--- config.mk ---
export PLATFORM = sky130hd
export DESIGN_NAME = mul_div_unit
export DESIGN_NICKNAME = d
export VERILOG_FILES = /design/src/rtl/mul_div_unit.sv
export SDC_FILE = /design/constraint.sdc
export NUM_CORES = 1
export LEC_CHECK = 0
export BUFFER_PORTS_ARGS = -buffer_cell sky130_fd_sc_hd__clkbuf_2
export CORE_MARGIN = 8
export CORE_UTILIZATION = 35
export DETAILED_ROUTE_END_ITERATION = 10
export GPL_TIMING_DRIVEN = 0
export HOLD_SLACK_MARGIN = 0.1
export PLACE_DENSITY = 0.52
export RECOVER_POWER = 100
export SLEW_MARGIN = 20
export SYNTH_ARGS = -nofsm -noshare
export SYNTH_HDL_FRONTEND = slang
export SYNTH_SLANG_ARGS = --single-unit
--- constraint.sdc ---
create_clock -name clk -period 3.35 [get_ports clk]
set_input_delay 0.5025 -clock clk [delete_from_list [all_inputs] [get_ports clk]]
set_output_delay 0.5025 -clock clk [all_outputs]
set_load 0.02 [all_outputs]
--- src/rtl/mul_div_unit.sv ---
// Iterative MULT/MULTU/DIV/DIVU unit owning the HI/LO registers.
// One shift-add or restore step per cycle, then a single sign-fix cycle.
module mul_div_unit #(
  parameter int W  = 32,
  parameter int CW = 6
) (
  input  logic         clk,
  input  logic         reset,
  input  logic         start,
  input  logic [1:0]   op,
  input  logic [W-1:0] a,
  input  logic [W-1:0] b,
  input  logic         flush,
  input  logic         mthi,
  input  logic         mtlo,
  input  logic [W-1:0] wdata,
  output logic [W-1:0] hi,
  output logic [W-1:0] lo,
  output logic         busy,
  output logic         done
);

  typedef enum logic [1:0] {IDLE = 2'd0, RUN = 2'd1, FIX = 2'd2} state_e;

  function automatic logic [W-1:0] neg_w(input logic [W-1:0] x);
    return ~x + {{(W-1){1'b0}}, 1'b1};
  endfunction

  function automatic logic [2*W-1:0] neg_2w(input logic [2*W-1:0] x);
    return ~x + {{(2*W-1){1'b0}}, 1'b1};
  endfunction

  state_e         state_q, state_d;
  logic [CW-1:0]  cnt_q, cnt_d;
  logic [2*W-1:0] acc_q, acc_d;
  logic [W-1:0]   mag_b_q, mag_b_d;
  logic           is_div_q, is_div_d;
  logic           neg_q, neg_d;
  logic           neg_rem_q, neg_rem_d;
  logic           bzero_q, bzero_d;
  logic [W-1:0]   hi_q, hi_d;
  logic [W-1:0]   lo_q, lo_d;
  logic           busy_q;
  logic           done_q, done_d;

  logic           sgn_a_s, sgn_b_s;
  logic [W:0]     mul_sum_s;
  logic [W:0]     trial_s;
  logic [2*W-1:0] prod_s;
  logic [W-1:0]   quo_s, rem_s;

  assign sgn_a_s = ~op[0] & a[W-1];
  assign sgn_b_s = ~op[0] & b[W-1];

  // Multiply step adds the multiplicand into the upper half when the LSB is set;
  // divide step trial-subtracts the divisor from the shifted partial remainder.
  assign mul_sum_s = {1'b0, acc_q[2*W-1:W]} + (acc_q[0] ? {1'b0, mag_b_q} : {(W+1){1'b0}});
  assign trial_s   = acc_q[2*W-1:W-1] - {1'b0, mag_b_q};
  assign prod_s    = neg_q ? neg_2w(acc_q) : acc_q;
  assign quo_s     = neg_q ? neg_w(acc_q[W-1:0]) : acc_q[W-1:0];
  assign rem_s     = neg_rem_q ? neg_w(acc_q[2*W-1:W]) : acc_q[2*W-1:W];

  // Next-state, datapath step and HI/LO update
  always_comb begin
    state_d   = state_q;
    cnt_d     = cnt_q;
    acc_d     = acc_q;
    mag_b_d   = mag_b_q;
    is_div_d  = is_div_q;
    neg_d     = neg_q;
    neg_rem_d = neg_rem_q;
    bzero_d   = bzero_q;
    hi_d      = hi_q;
    lo_d      = lo_q;
    done_d    = 1'b0;
    case (state_q)
      IDLE: begin
        if (!flush && start) begin
          state_d   = RUN;
          cnt_d     = {CW{1'b0}};
          acc_d     = {{W{1'b0}}, (sgn_a_s ? neg_w(a) : a)};
          mag_b_d   = sgn_b_s ? neg_w(b) : b;
          is_div_d  = op[1];
          neg_d     = sgn_a_s ^ sgn_b_s;
          neg_rem_d = sgn_a_s;
          bzero_d   = (b == {W{1'b0}});
        end else begin
          state_d = IDLE;
        end
        if (mthi) begin
          hi_d = wdata;
        end else begin
          hi_d = hi_q;
        end
        if (mtlo) begin
          lo_d = wdata;
        end else begin
          lo_d = lo_q;
        end
      end
      RUN: begin
        if (flush) begin
          state_d = IDLE;
        end else begin
          cnt_d = cnt_q + {{(CW-1){1'b0}}, 1'b1};
          if (is_div_q) begin
            acc_d = trial_s[W] ? {acc_q[2*W-2:0], 1'b0}
                               : {trial_s[W-1:0], acc_q[W-2:0], 1'b1};
          end else begin
            acc_d = {mul_sum_s, acc_q[W-1:1]};
          end
          if (cnt_q == CW'(W - 1)) begin
            state_d = FIX;
          end else begin
            state_d = RUN;
          end
        end
      end
      FIX: begin
        state_d = IDLE;
        if (flush) begin
          done_d = 1'b0;
        end else if (is_div_q) begin
          done_d = 1'b1;
          hi_d   = rem_s;
          lo_d   = bzero_q ? {W{1'b1}} : quo_s;
        end else begin
          done_d = 1'b1;
          hi_d   = prod_s[2*W-1:W];
          lo_d   = prod_s[W-1:0];
        end
      end
      default: begin
        state_d = IDLE;
      end
    endcase
  end

  // State and datapath registers with synchronous reset
  always_ff @(posedge clk) begin
    if (reset) begin
      state_q   <= IDLE;
      cnt_q     <= {CW{1'b0}};
      acc_q     <= {(2*W){1'b0}};
      mag_b_q   <= {W{1'b0}};
      is_div_q  <= 1'b0;
      neg_q     <= 1'b0;
      neg_rem_q <= 1'b0;
      bzero_q   <= 1'b0;
      hi_q      <= {W{1'b0}};
      lo_q      <= {W{1'b0}};
      busy_q    <= 1'b0;
      done_q    <= 1'b0;
    end else begin
      state_q   <= state_d;
      cnt_q     <= cnt_d;
      acc_q     <= acc_d;
      mag_b_q   <= mag_b_d;
      is_div_q  <= is_div_d;
      neg_q     <= neg_d;
      neg_rem_q <= neg_rem_d;
      bzero_q   <= bzero_d;
      hi_q      <= hi_d;
      lo_q      <= lo_d;
      busy_q    <= (state_d != IDLE);
      done_q    <= done_d;
    end
  end

  assign hi   = hi_q;
  assign lo   = lo_q;
  assign busy = busy_q;
  assign done = done_q;

endmodule

==> flow_metrics.py, run 1 <==
metrics = {
    "yosys": {
        "synth_enable_flop_cells": 0,
        "async_flop_share_pct": 0,
        "yosys_warnings": 0,
        "syn_area_sq_um": 13880,
        "synth_flop_cell": "dfxtp_1",
        "synth.top_cell.area_share_pct": 25.10,
        "syn_avg_cell_area_sq_um": 7.393,
        "synth_fp_nets": 2052,
        "synth-seq-cells": 174,
        "yosysTopAreaCell": "dfxtp_1",
        "synth.distinct_cells": 76,
        "yosysSeqAreaShare_pct": 25.10,
        "yosysMostFrequentCell": "nand2_1",
        "synthTopCellsByCount": "206 x nand2_1, 199 x nor2_1, 190 x a21oi_1, 174 x dfxtp_1, 119 x o21ai_0",
        "synthCells": 1877,
        "synth_area_leaders": "dfxtp_1 25%, a21oi_1 6.9%, ha_1 6.2%",
    },
    "critical_path": {
        "critPathKind": "reg -> reg",
        "cp-end-kind": "flip-flop",
        "reg2regPathDepth": 11,
        "cp_slowest_cell": "or4_4",
        "critical_path.max_stage_delay_ns": 0.59,
        "required_ns": 3.75,
        "crit_fanout": 10,
        "path_buf_inv": 2,
        "critPathMostFrequentCell": "a21oi_1",
        "worstPathArrival_ns": 3.68,
        "critical_path_depth": 11,
        "reg2reg_from": "acc_q[22]$_SDFFE_PP0P_",
        "crit_family": "simple AND/OR/NAND/NOR gates",
        "cp-startpoint": "acc_q[22]$_SDFFE_PP0P_",
        "path_cells": "clkbuf_1 -> or4_4 -> nor4b_2 -> nand2_1 -> o21ai_0 -> buf_2 -> a21oi_1 -> xnor2_1 -> a211oi_1 -> a21oi_1 -> nor2_1",
        "start_kind": "flip-flop",
    },
    "power": {
        "netSwitchingFraction_pct": 36.23,
        "switchingPower_uw": 2173,
        "vdd_drop_max_mv": 0.3098,
        "p_per_area_nw_per_um2": 371.5,
        "p_comb_share_pct": 27.5,
        "pwr-share-clk_pct": 34.2,
        "power_frac_seq_pct": 38.3,
        "internal-power_uw": 3825,
        "cellLeakagePower_uw": 0.006132,
    },
    "routing": {
        "firstDrtPassIters": 5,
        "via_per_inst": 5.665,
        "ant_nets": 0,
        "drt-total-wl_mm": 55.97,
        "wl_per_cell_microns": 21.42,
        "dr_total_vias": 14802,
        "drc": 0,
        "drtIter0Drc": 1221,
    },
    "sta": {
        "fin_crit_ns": 3.273,
        "fin_tns_setup_ns": 0,
        "tightest_slew_ns": 1.019,
        "fin_ws_ns": 0.07705,
        "period_share_pct": 97.70,
        "slew_headroom_pct": 32.05,
        "slew_viol_final": 0,
        "holdWs_ns": 0.3275,
        "skew_ns": 0.01575,
        "hold_viol_final": 0,
        "rsz0062_at_grt": "false",
        "max_freq_mhz": 305.5,
        "setup_violations": 0,
    },
    "cts": {
        "root_buffer": "clkbuf_16",
        "h-tree-depth": 4,
        "cts_made_buffers": 17,
        "cts.sinks": 174,
        "clk_latency_ns": 0.47,
        "cts.clk_slew.worst_paths_ns": 0.08,
        "clk_path_buf_depth": 2,
        "cts_tree": "yes",
    },
    "finish": {
        "area_growth_pct": 16.34,
        "final_layout_size_suffix_gt1_share_pct": 10.55,
        "layout.nets": 2248,
        "final_util_pct": 40.91,
        "final_cells": 2613,
    },
    "min_path": {
        "hp-class": "in -> reg",
        "hp-start": "wdata[14]",
        "hold_path_depth": 3,
    },
    "grt": {
        "grt_pass1_wl_mm": 85.32,
        "antenna_found_initial": 2,
        "use_met1_pct": 32.61,
        "grt_use_met3_pct": 4.298,
        "grt_pass1_vias": 14289,
        "grt_start_max_net_pins": 18,
        "grt_use_met2_pct": 36.21,
        "groute.usage.overall_pct": 23.33,
        "grt_remaining_overflow": 0,
        "top_usage_layer": "met2",
    },
    "die": {
        "die_w_microns": 215.1,
        "die_area_sq_um": 46270,
        "start_util_pct": 35.17,
        "core_area_sq_um": 39460,
        "rows": 73,
        "boundaryPins": 170,
        "die_y_microns": 215.1,
    },
    "flow_run": {
        "maxCapViolCount": 0,
    },
    "status": {
        "status": "completed",
    },
    "placement": {
        "hpwl_mm": 45.14,
        "dp_slack_ns": -1.227,
        "place.detailed.instances": 2571,
        "place_congestion": 0.9125,
        "portBuffers": 169,
    },
}
-- sequential cells by signal, indices dropped and copies added (netlist names) --
register / cells
neg_rem_q: 1
is_div_q: 1
hi: 32
neg_q: 1
cnt_q: 6
bzero_q: 1
busy: 1
lo: 32
mag_b_q: 32
state_q: 2
acc_q: 64
done: 1
-- worst min-delay path, cell delays in order --
cell and delay (ns):
clkbuf_2 0.11, nand2_1 0.06, a311oi_1 0.07
-- cell families (layout without fill, tap and decap cells) --
family | Yosys count | in the layout | synth area share [%]
muxes | 55 | 55 | 3.977
xor gates and xnor gates | 167 | 167 | 10.60
DFF | 174 | 174 | 25.10
AOI/OAI and AO/OA | 601 | 601 | 27.58
other | 0 | 2 | 0
and+or+nand+nor | 626 | 626 | 21.12
buffers and inverters | 183 | 392 | 5.113
adders and majority gates | 71 | 71 | 6.510
-- stage by stage --
step | power, uW | area [sq um]
final | 5997 | 16140
after global routing | 6250 | 16140
after CTS | 5990 | 16150
after detailed placement | 3913 | 15380
after global placement | 3902 | 15380
after floorplan | 3342 | 13880
-- final cells by class --
type,count,area (sq um)
fill,4308,23310
multi-input combinational,1520,9816
sequential,174,3508
timing repair buffer,180,844.6
tap,525,656.9
buffer,120,505.5
clock buffer,18,429.2
inverter,60,227.7
clock inverter,14,150.1
antenna,2,5.005
-- power groups by stage --
stage	sequential [uW]	clock (uW)	combinational (uW)
3_5_place_dp	2340	0	1570
5_1_grt	2310	2150	1790
4_1_cts	2290	2080	1620
6_report	2300	2050	1650
2_1_floorplan	2360	0	983
3_3_place_gp	2340	0	1560
-- final timing paths --
path	to	slack (ns)
min reg2reg	lo[29]$_SDFFE_PP0P_	0.46
max	hi[18]$_SDFFE_PP0P_	0.08
min	hi[14]$_SDFFE_PP0P_	0.33
max reg2reg	hi[18]$_SDFFE_PP0P_	0.08
-- per-layer routing --
metal / up-vias / wire [microns]
met4: 2 / 1256
met3: 74 / 3691
met2: 486 / 24240
li1: 7196 / -
met5: - / 13
met1: 7044 / 26770
-- placed cells by master, fill, tap and decap left out, types with 19 or more instances in the layout --
| cell type | instances |
|---|---|
| o21ai_0 | 118 |
| inv_1 | 57 |
| o211ai_1 | 33 |
| nand2_1 | 206 |
| or3_1 | 27 |
| a21o_1 | 23 |
| ha_1 | 68 |
| o221ai_1 | 28 |
| a21oi_1 | 187 |
| o31ai_1 | 19 |
| nand3_1 | 28 |
| clkbuf_2 | 104 |
| nor3_1 | 47 |
| a31oi_1 | 19 |
| xnor2_1 | 80 |
| nor2_1 | 197 |
| clkbuf_1 | 168 |
| xor2_1 | 85 |
| dfxtp_1 | 160 |
| a211oi_1 | 61 |
| mux2i_1 | 54 |
| nand2b_1 | 26 |
-- what timing repair did --
item / CTS / global route
gates cloned: 0 / 0
endpoints found under the setup margin: 45 / 37
pin swaps: 6 / 6
buffers inserted: 6 / 5
gates resized for setup: 42 / 30
hold buffers: 0 / 0
No activity file was read; power rests on OpenSTA's default activity.
==> run 2: changes to the inputs <==
- CORE_ASPECT_RATIO: unset -> 1.4
==> run 2 against run 1 <==
  * Clock skew decreased by 0.0055 ns
  * Non-clock buffer count decreased by 3
  * Die area increased by 0.20%
  * Critical endpoint is now acc_q[45]$_SDFFE_PP0P_
  * Core utilization increased by 0.21 points
  * Sequential power about the same
  * Final cell count about the same
==> flow_metrics.py, run 2 (same netlist as run 1, synthesis figures left out) <==
metrics = {
    "critical_path": {
        "critPathKind": "reg -> reg",
        "cp-end-kind": "flip-flop",
        "reg2reg_from": "acc_q[31]$_SDFFE_PP0P_",
        "start_kind": "flip-flop",
        "cp-startpoint": "acc_q[31]$_SDFFE_PP0P_",
        "endpoint": "acc_q[45]$_SDFFE_PP0P_",
        "r2r-end": "acc_q[45]$_SDFFE_PP0P_",
        "regToRegSetupSlack_ns": 0.12,
        "worstPathArrival_ns": 3.58,
        "required_ns": 3.69,
        "crit_fanout": 10,
        "reg2regPathDepth": 14,
    },
    "routing": {
        "via_per_inst": 5.618,
        "ant_nets": 0,
        "drt-total-wl_mm": 56.58,
        "drtIter0Drc": 928,
        "dr_total_vias": 14675,
        "drc": 0,
        "firstDrtPassIters": 5,
        "wl_per_cell_microns": 21.66,
    },
    "power": {
        "p_per_area_nw_per_um2": 374.8,
        "cellLeakagePower_uw": 0.006109,
        "vdd_drop_max_mv": 0.3863,
        "power_uw": 6054,
    },
    "placement": {
        "hpwl_mm": 46.62,
        "portBuffers": 169,
        "place_congestion": 0.9583,
    },
    "die": {
        "start_util_pct": 35.33,
        "die_area_sq_um": 46360,
        "die_y_microns": 251.6,
        "die_w_microns": 184.3,
        "boundaryPins": 170,
        "rows": 86,
        "core_area_sq_um": 39280,
    },
    "finish": {
        "final_common_cell": "nand2_1",
        "layout.nets": 2245,
        "area_growth_pct": 16.40,
        "largest_reg_flops": 64,
        "final_cell_mix": "206 x nand2_1, 196 x nor2_1, 187 x a21oi_1",
        "max_flop_register": "acc_q",
        "final_layout_size_suffix_gt1_share_pct": 10.32,
        "nFillCells": 4245,
        "final_util_pct": 41.12,
    },
    "cts": {
        "cts.clk_slew.worst_paths_ns": 0.07,
        "root_buffer": "clkbuf_16",
        "cts_tree": "yes",
        "cts.sinks": 174,
        "clk_path_buf_depth": 2,
        "h-tree-depth": 4,
        "hold_buffers": 0,
        "cts_made_buffers": 17,
        "clk_latency_ns": 0.46,
    },
    "sta": {
        "skew_ns": 0.01028,
        "fin_crit_ns": 3.234,
        "setup_violations": 0,
        "slew_viol_final": 0,
        "slew_headroom_pct": 27.19,
        "hold_viol_final": 0,
        "max_freq_mhz": 309.3,
        "period_share_pct": 96.52,
        "tightest_slew_ns": 1.092,
    },
    "flow_run": {
        "maxCapViolCount": 0,
    },
    "grt": {
        "grt_remaining_overflow": 0,
        "antenna_found_initial": 1,
        "grt_start_max_net_pins": 17,
        "grt_pass1_vias": 14620,
        "grt_pass1_wl_mm": 85.34,
        "groute.usage.overall_pct": 23.67,
    },
    "min_path": {
        "hp-class": "in -> reg",
    },
    "status": {
        "status": "completed",
    },
}
## run 2: changes by cell type in the layout (fill, tap and decap cells not counted), sizes merged
cell    delta
buf        -4
bufinv     +1
clkbuf     +2
clkinv     -1
diode      -1
inv        -1
## run 2: final cells by class
class	instances	area, sq um	share of cell area (%)
flip-flops and latches	174	3501	21.67
clock buffers	19	442.9	2.742
clock inverters	13	152.6	0.9451
multi-input cells	1520	9846	60.96
repair buffers	176	814.5	5.043
inverters	60	227.7	1.410
well taps	528	660.6	4.090
plain buffers	121	504.2	3.122
diodes	1	2.502	0.01549
## run 2: timing repair
| item | 4_1_cts | 5_1_grt |
|---|---|---|
| gates resized for setup | 33 | 39 |
| setup endpoints to repair | 46 | 44 |
| pin swaps | 6 | 7 |
| cloned | 0 | 0 |
| buffers inserted | 6 | 1 |
## run 2: routing by layer
metal	share of wire, %	vias to the layer above	global-route usage (%)	wire length (microns)
met3	4.1	116	2.779	2341
met1	40	6922	26.08	22500
li1	-	7196	-	-
met2	51	441	43.46	28640
met5	0	-	0	0
met4	5.5	0	12.77	3094
## run 2: stage by stage
stage | setup slack, ns | hold WS, ns | setup TNS (ns) | instances | cell area [sq um]
6_report | 0.1164 | 0.3308 | 0 | 2612 | 16150
2_1_floorplan | 0.1829 | 0.4319 | 0 | 1877 | 13880
4_1_cts | 0.002375 | 0.3183 | 0 | 2611 | 16140
3_3_place_gp | -1.051 | 0.4414 | -30.50 | 2574 | 15380
3_5_place_dp | -1.039 | 0.4491 | -31.70 | 2574 | 15380
5_1_grt | -0.006790 | 0.3482 | -0.007550 | 2612 | 16150
## run 2: power by group
group / internal (uW) / leakage (uW) / switching (uW)
clock: 1140 / 0.000287 / 976
combinational: 586 / 0.00439 / 1060
sequential: 2180 / 0.00143 / 107
total: 3910 / 0.00611 / 2150
## run 2: worst min path at each step
| stage | cells after the start | to | from |
|---|---|---|---|
| after floorplan | 2 | mag_b_q[13]$_SDFFE_PP0P_ | mag_b_q[13]$_SDFFE_PP0P_ |
| final | 3 | mag_b_q[1]$_SDFFE_PP0P_ | b[1] |
| after global routing | 3 | hi[14]$_SDFFE_PP0P_ | wdata[14] |
| after detailed placement | 2 | mag_b_q[13]$_SDFFE_PP0P_ | mag_b_q[13]$_SDFFE_PP0P_ |
| after CTS | 3 | hi[6]$_SDFFE_PP0P_ | wdata[6] |
| after global placement | 2 | mag_b_q[21]$_SDFFE_PP0P_ | mag_b_q[21]$_SDFFE_PP0P_ |
## run 2: worst max-delay path, cell delays in order (launching register included)
cell	delay, ns
dfxtp_4	0.38
inv_1	0.11
ha_2	0.23
fa_1	0.40
nand2b_4	0.18
a21oi_4	0.19
o21ai_4	0.11
o31ai_4	0.34
a31oi_4	0.15
xnor2_2	0.18
buf_6	0.15
buf_8	0.16
mux2i_1	0.19
nor2_1	0.07
a221o_1	0.27
